### config.mk
export PLATFORM = sky130hd
export DESIGN_NAME = fan_pwm_gen_flat
export DESIGN_NICKNAME = d
export VERILOG_FILES = /design/src/rtl/fan_pwm_gen_if.sv /design/src/rtl/fan_pwm_gen.sv /design/src/flat_wrapper.sv
export SDC_FILE = /design/constraint.sdc
export NUM_CORES = 1
export LEC_CHECK = 0
export CAP_MARGIN = 20
export CORE_AREA = 4 4 89 66
export CTS_CLUSTER_DIAMETER = 60
export DETAILED_ROUTE_END_ITERATION = 6
export DIE_AREA = 0 0 93 70
export GPL_ROUTABILITY_DRIVEN = 0
export SYNTH_ARGS = -nofsm -noshare
export SYNTH_HDL_FRONTEND = slang
export SYNTH_SLANG_ARGS = --single-unit
### constraint.sdc
create_clock -name clk_in -period 5.5 [get_ports clk_in]
set_input_delay 1.65 -clock clk_in [delete_from_list [all_inputs] [get_ports clk_in]]
set_output_delay 1.65 -clock clk_in [all_outputs]
set_load 0.02 [all_outputs]
### src/rtl/fan_pwm_gen_if.sv
// Control and drive signals of the fan PWM generator, grouped so the
// stimulus side (master) and the generator (slave) share one bundle.
interface fan_pwm_gen_if;
    logic       tick_in;
    logic       enable_in;
    logic [7:0] duty_in;
    logic       pwm_out;
    logic       period_start_out;
    logic [1:0] state_out;

    modport master (
        output tick_in, enable_in, duty_in,
        input  pwm_out, period_start_out, state_out
    );

    modport slave (
        input  tick_in, enable_in, duty_in,
        output pwm_out, period_start_out, state_out
    );
endinterface

### src/rtl/fan_pwm_gen.sv
// Fan PWM generator: 255-tick PWM periods, optional full-duty kick after
// enable, stepwise ramp toward the target duty, then direct duty tracking.
module fan_pwm_gen #(
    parameter int KICK_PERIODS = 2,
    parameter int RAMP_STEP    = 16
) (
    input  logic          clk_in,
    input  logic          rst_in,
    fan_pwm_gen_if.slave  fan
);
    typedef enum logic [1:0] {
        IDLE = 2'd0,
        KICK = 2'd1,
        RAMP = 2'd2,
        RUN  = 2'd3
    } state_t;

    localparam int           KW        = (KICK_PERIODS < 2) ? 1 : $clog2(KICK_PERIODS + 1);
    localparam logic [KW-1:0] KICK_LAST = KW'((KICK_PERIODS > 0) ? KICK_PERIODS - 1 : 0);
    localparam logic [8:0]   STEP9     = 9'(RAMP_STEP);

    state_t        state;
    logic [7:0]    phase;
    logic [7:0]    cur_duty;
    logic [KW-1:0] kick_cnt;
    logic          tick_d;
    logic          pwm_q;
    logic          period_start_q;

    logic          tick;
    logic          wrap;
    logic [7:0]    phase_nx;
    logic [7:0]    ramp_val;

    // One step toward the target; 9-bit math so neither direction can wrap.
    function automatic logic [7:0] ramp_next(input logic [7:0] cur, input logic [7:0] tgt);
        logic [8:0] up;
        logic [8:0] dn;
        up = {1'b0, cur} + STEP9;
        dn = {1'b0, cur} - STEP9;
        if (cur < tgt)
            return (up > {1'b0, tgt}) ? tgt : up[7:0];
        else if (cur > tgt)
            return (dn[8] || (dn[7:0] < tgt)) ? tgt : dn[7:0];
        else
            return tgt;
    endfunction

    always_comb begin
        tick     = fan.tick_in & ~tick_d;
        wrap     = (phase == 8'd254);
        phase_nx = wrap ? 8'd0 : phase + 8'd1;
        ramp_val = ramp_next(cur_duty, fan.duty_in);
    end

    always_ff @(posedge clk_in) begin
        if (rst_in) begin
            state          <= IDLE;
            phase          <= 8'd0;
            cur_duty       <= 8'd0;
            kick_cnt       <= '0;
            tick_d         <= 1'b1;
            pwm_q          <= 1'b0;
            period_start_q <= 1'b0;
        end else begin
            tick_d         <= fan.tick_in;
            period_start_q <= 1'b0;
            if (!fan.enable_in) begin
                state    <= IDLE;
                phase    <= 8'd0;
                cur_duty <= 8'd0;
                kick_cnt <= '0;
                pwm_q    <= 1'b0;
            end else begin
                case (state)
                    IDLE: begin
                        phase          <= 8'd0;
                        kick_cnt       <= '0;
                        period_start_q <= 1'b1;
                        if (KICK_PERIODS > 0) begin
                            state    <= KICK;
                            cur_duty <= 8'd255;
                            pwm_q    <= 1'b1;
                        end else begin
                            state    <= RAMP;
                            cur_duty <= 8'd0;
                            pwm_q    <= 1'b0;
                        end
                    end
                    default: begin
                        if (tick) begin
                            phase <= phase_nx;
                            if (!wrap) begin
                                pwm_q <= (phase_nx < cur_duty);
                            end else begin
                                // Period boundary: the only place duty may change.
                                period_start_q <= 1'b1;
                                case (state)
                                    KICK: begin
                                        if (kick_cnt == KICK_LAST) begin
                                            kick_cnt <= '0;
                                            cur_duty <= ramp_val;
                                            pwm_q    <= (ramp_val != 8'd0);
                                            state    <= (ramp_val == fan.duty_in) ? RUN : RAMP;
                                        end else begin
                                            kick_cnt <= kick_cnt + 1'b1;
                                            pwm_q    <= (cur_duty != 8'd0);
                                        end
                                    end
                                    RAMP: begin
                                        cur_duty <= ramp_val;
                                        pwm_q    <= (ramp_val != 8'd0);
                                        if (ramp_val == fan.duty_in) state <= RUN;
                                    end
                                    RUN: begin
                                        cur_duty <= fan.duty_in;
                                        pwm_q    <= (fan.duty_in != 8'd0);
                                    end
                                    default: state <= IDLE;
                                endcase
                            end
                        end
                    end
                endcase
            end
        end
    end

    assign fan.pwm_out          = pwm_q;
    assign fan.period_start_out = period_start_q;
    assign fan.state_out        = state;
endmodule

### src/flat_wrapper.sv
// flat-port wrapper written by rule: the top's interface ports become plain ports
module fan_pwm_gen_flat 
#(
    parameter int KICK_PERIODS = 2,
    parameter int RAMP_STEP    = 16
)
  (clk_in, rst_in, fan_tick_in, fan_enable_in, fan_duty_in, fan_pwm_out, fan_period_start_out, fan_state_out);
  fan_pwm_gen_if fan_i ();
  input  logic clk_in;
  input  logic rst_in;
  input wire logic [$bits(fan_i.tick_in)-1:0] fan_tick_in;
  input wire logic [$bits(fan_i.enable_in)-1:0] fan_enable_in;
  input wire logic [$bits(fan_i.duty_in)-1:0] fan_duty_in;
  output wire logic [$bits(fan_i.pwm_out)-1:0] fan_pwm_out;
  output wire logic [$bits(fan_i.period_start_out)-1:0] fan_period_start_out;
  output wire logic [$bits(fan_i.state_out)-1:0] fan_state_out;
  assign fan_i.tick_in = fan_tick_in;
  assign fan_i.enable_in = fan_enable_in;
  assign fan_i.duty_in = fan_duty_in;
  assign fan_pwm_out = fan_i.pwm_out;
  assign fan_period_start_out = fan_i.period_start_out;
  assign fan_state_out = fan_i.state_out;
  fan_pwm_gen #(.KICK_PERIODS(KICK_PERIODS), .RAMP_STEP(RAMP_STEP)) u_core (.clk_in(clk_in), .rst_in(rst_in), .fan(fan_i));
endmodule
==> metrics <==
WP data arrival=4.61 ns; Worst setup EP type=flop; initial antenna violation count=0; Resized cells post-CTS=0; Total GRT Usage=17.2%; Yosys reg bits=23; Die Ht=70 um; CP Data Required Time=5.66 ns; worst-margin pin slew=0.830 ns; Leak=0.992 nW; vias in the first global route=1,895; Min Clock Period, post-route=4.45 ns; CTS tree=built; DP HPWL=4260 um; crit path from=fan_duty_in[1]; Slew Limit Headroom=44.6%; number of max-cap violations=0; share of cells above drive strength 1=4.71%; RSZ-0062 raised after global routing=no; CTS Buffer Depth=2; final hold viol count=0; drt pass-1 iters=4; status=complete, no violations; DR vias/cell=5.50; DR WL/cell=14.6 um; GR Overflow Total=0; worst setup path class=primary input to flop; # DRC=0; Peak VDD IR=0.104 mV; initial drt markers=178; fin util=48.6%; cts hold-fix bufs=0; via count=2,031; first-pass GRT wire length=9320 um; final WL=5380 um; # Post-CTS Setup Buffers=0; setup TNS=0 ns; number of flops mapped to enable cells by yosys=0; number of placed I/O pins=16; synth warn=0; CTS Buf Count=3; area delta synth->final=11.7%; Yosys cell types=50; Max Freq=225 MHz; final net count=343; crit path launch type=primary input; IO Port Bufs=15; FFs w/ async S/R, synth=0%; count of final setup violators=0; Post-Syn Area=0.00220 mm2; Worst Hold Class=flop to flop; power per cell area=182 mW/mm2; Routed Antenna Nets=0; Synthesized Nets=330; largest net degree at the start of global routing=14; ys flop type=dfxtp_1; row cnt=22; CTS root buf=clkbuf_8; worst clock skew=0.00611 ns; Mapped Avg Cell Area=7.74 um2; number of diodes=0; Die Area=0.00651 mm2; max-slew violations=0; TritonCTS Sinks=23; Max FO, Critical Path=6; worst hold start=u_core.kick_cnt[1]$_SDFFE_PP0P_; final period utilization=80.9%; CTS H-Tree Depth=1; chip width=93 um; clock latency at the later pin of the worst-skew pair=0.26 ns; reg-to-reg startpoint=u_core.cur_duty[4]$_SDFFE_PP0P_; core area=0.00506 mm2; Starting Density=43.5%; Worst-path clk slew=0.08 ns; post-synthesis sequential area ratio=20.9%; Gate Count Post-Synth=285
==> kinds of logic (layout without fill, tap and decap cells) <==
family | after synthesis | in the layout | synth area share, %
simple gates | 101 | 101 | 23.2
compound gates | 77 | 77 | 23.2
fa+ha+maj | 33 | 33 | 18.7
buf+inv | 30 | 42 | 5.16
flops | 23 | 23 | 20.9
xor+xnor | 17 | 17 | 6.75
mux | 4 | 4 | 2.04
==> layer usage <==
| metal | wire length (um) | GRT usage (%) |
|---|---|---|
| met1 | 2960 | 27.4 |
| met2 | 2040 | 23.7 |
| met3 | 370 | 4.41 |
| met4 | 14 | 1.46 |
| met5 | 0 | 0 |
==> power by group <==
group          internal [mW]  switching (mW)  total [mW]  leakage (nW)
clock network         0.0517          0.0542       0.106        0.0228
registers              0.173          0.0110       0.184         0.188
logic                 0.0681          0.0902       0.158         0.781
==> layout by cell type, fill, tap and decap left out, types with 6 or more instances in the layout <==
cell type | netlist | routed
a21oi_1 | 26 | 26
clkdlybuf4s50_1 | 0 | 15
dfxtp_1 | 23 | 23
ha_1 | 33 | 33
inv_1 | 23 | 23
nand2_1 | 34 | 34
nand3_1 | 15 | 15
nor2_1 | 13 | 13
o21ai_0 | 16 | 16
xnor2_1 | 11 | 11
xor2_1 | 6 | 6
==> per-stage QoR <==
stage          instances  area [um2]  hold slack, ns  power [mW]  worst slack [ns]
3_3_place_gp         365        2420           0.414       0.343             0.789
6_report             369        2460           0.429       0.448              1.05
2_1_floorplan        285        2200           0.407       0.298              1.57
4_1_cts              369        2460           0.432       0.449              1.08
5_1_grt              369        2460           0.454       0.479             0.797
3_5_place_dp         365        2420           0.420       0.342             0.805
==> synth_stat cells (4+ instances only) <==
library cell | number | area [um2]
ha_1 | 33 | 413
nor2b_1 | 5 | 31.3
o221a_2 | 4 | 45.0
nor3_1 | 5 | 25.0
nand4_1 | 5 | 31.3
xnor2_1 | 11 | 96.3
inv_1 | 23 | 86.3
o21ai_0 | 16 | 80.1
and4_1 | 4 | 35.0
a21oi_1 | 26 | 130
nand2_1 | 34 | 128
xor2_1 | 6 | 52.6
clkbuf_1 | 6 | 22.5
dfxtp_1 | 23 | 460
nand3_1 | 15 | 75.1
nor2_1 | 13 | 48.8
==> path summary, 6_finish.rpt <==
| kind | cells after the start | endpoint | slack [ns] |
|---|---|---|---|
| setup / recovery | 11 | u_core.cur_duty[3]$_SDFFE_PP0P_ | 1.05 |
| hold / removal | 2 | u_core.kick_cnt[1]$_SDFFE_PP0P_ | 0.43 |
| setup reg to reg | 12 | u_core.cur_duty[3]$_SDFFE_PP0P_ | 1.74 |
| hold reg to reg | 2 | u_core.kick_cnt[1]$_SDFFE_PP0P_ | 0.43 |
==> critical path, cell delays in order <==
cell and delay (ns):
clkdlybuf4s50_1 0.58, inv_1 0.07, ha_1 0.29, nor2b_1 0.13, o211a_1 0.18, o21ai_0 0.10
a221oi_1 0.63, mux2_4 0.28, nand2_1 0.16, o21a_1 0.27, o221a_2 0.28
==> area by class of cell <==
cell class	instances	area, um2
clock buffer	4	45.0
inverter	23	86.3
timing repair buffer	15	150
sequential	23	460
multi-input combinational	232	1630
tap	72	90.1
fill	519	2600
==> flip-flops by register name, indices dropped and copies added, names as in the netlist <==
| register | cells |
|---|---|
| u_core.kick_cnt | 2 |
| u_core.fan.period_start_out | 1 |
| u_core.cur_duty | 8 |
| u_core.fan.pwm_out | 1 |
| u_core.fan.state_out | 2 |
| u_core.phase | 8 |
| u_core.tick_d | 1 |
(Power assumes the default switching activity.)
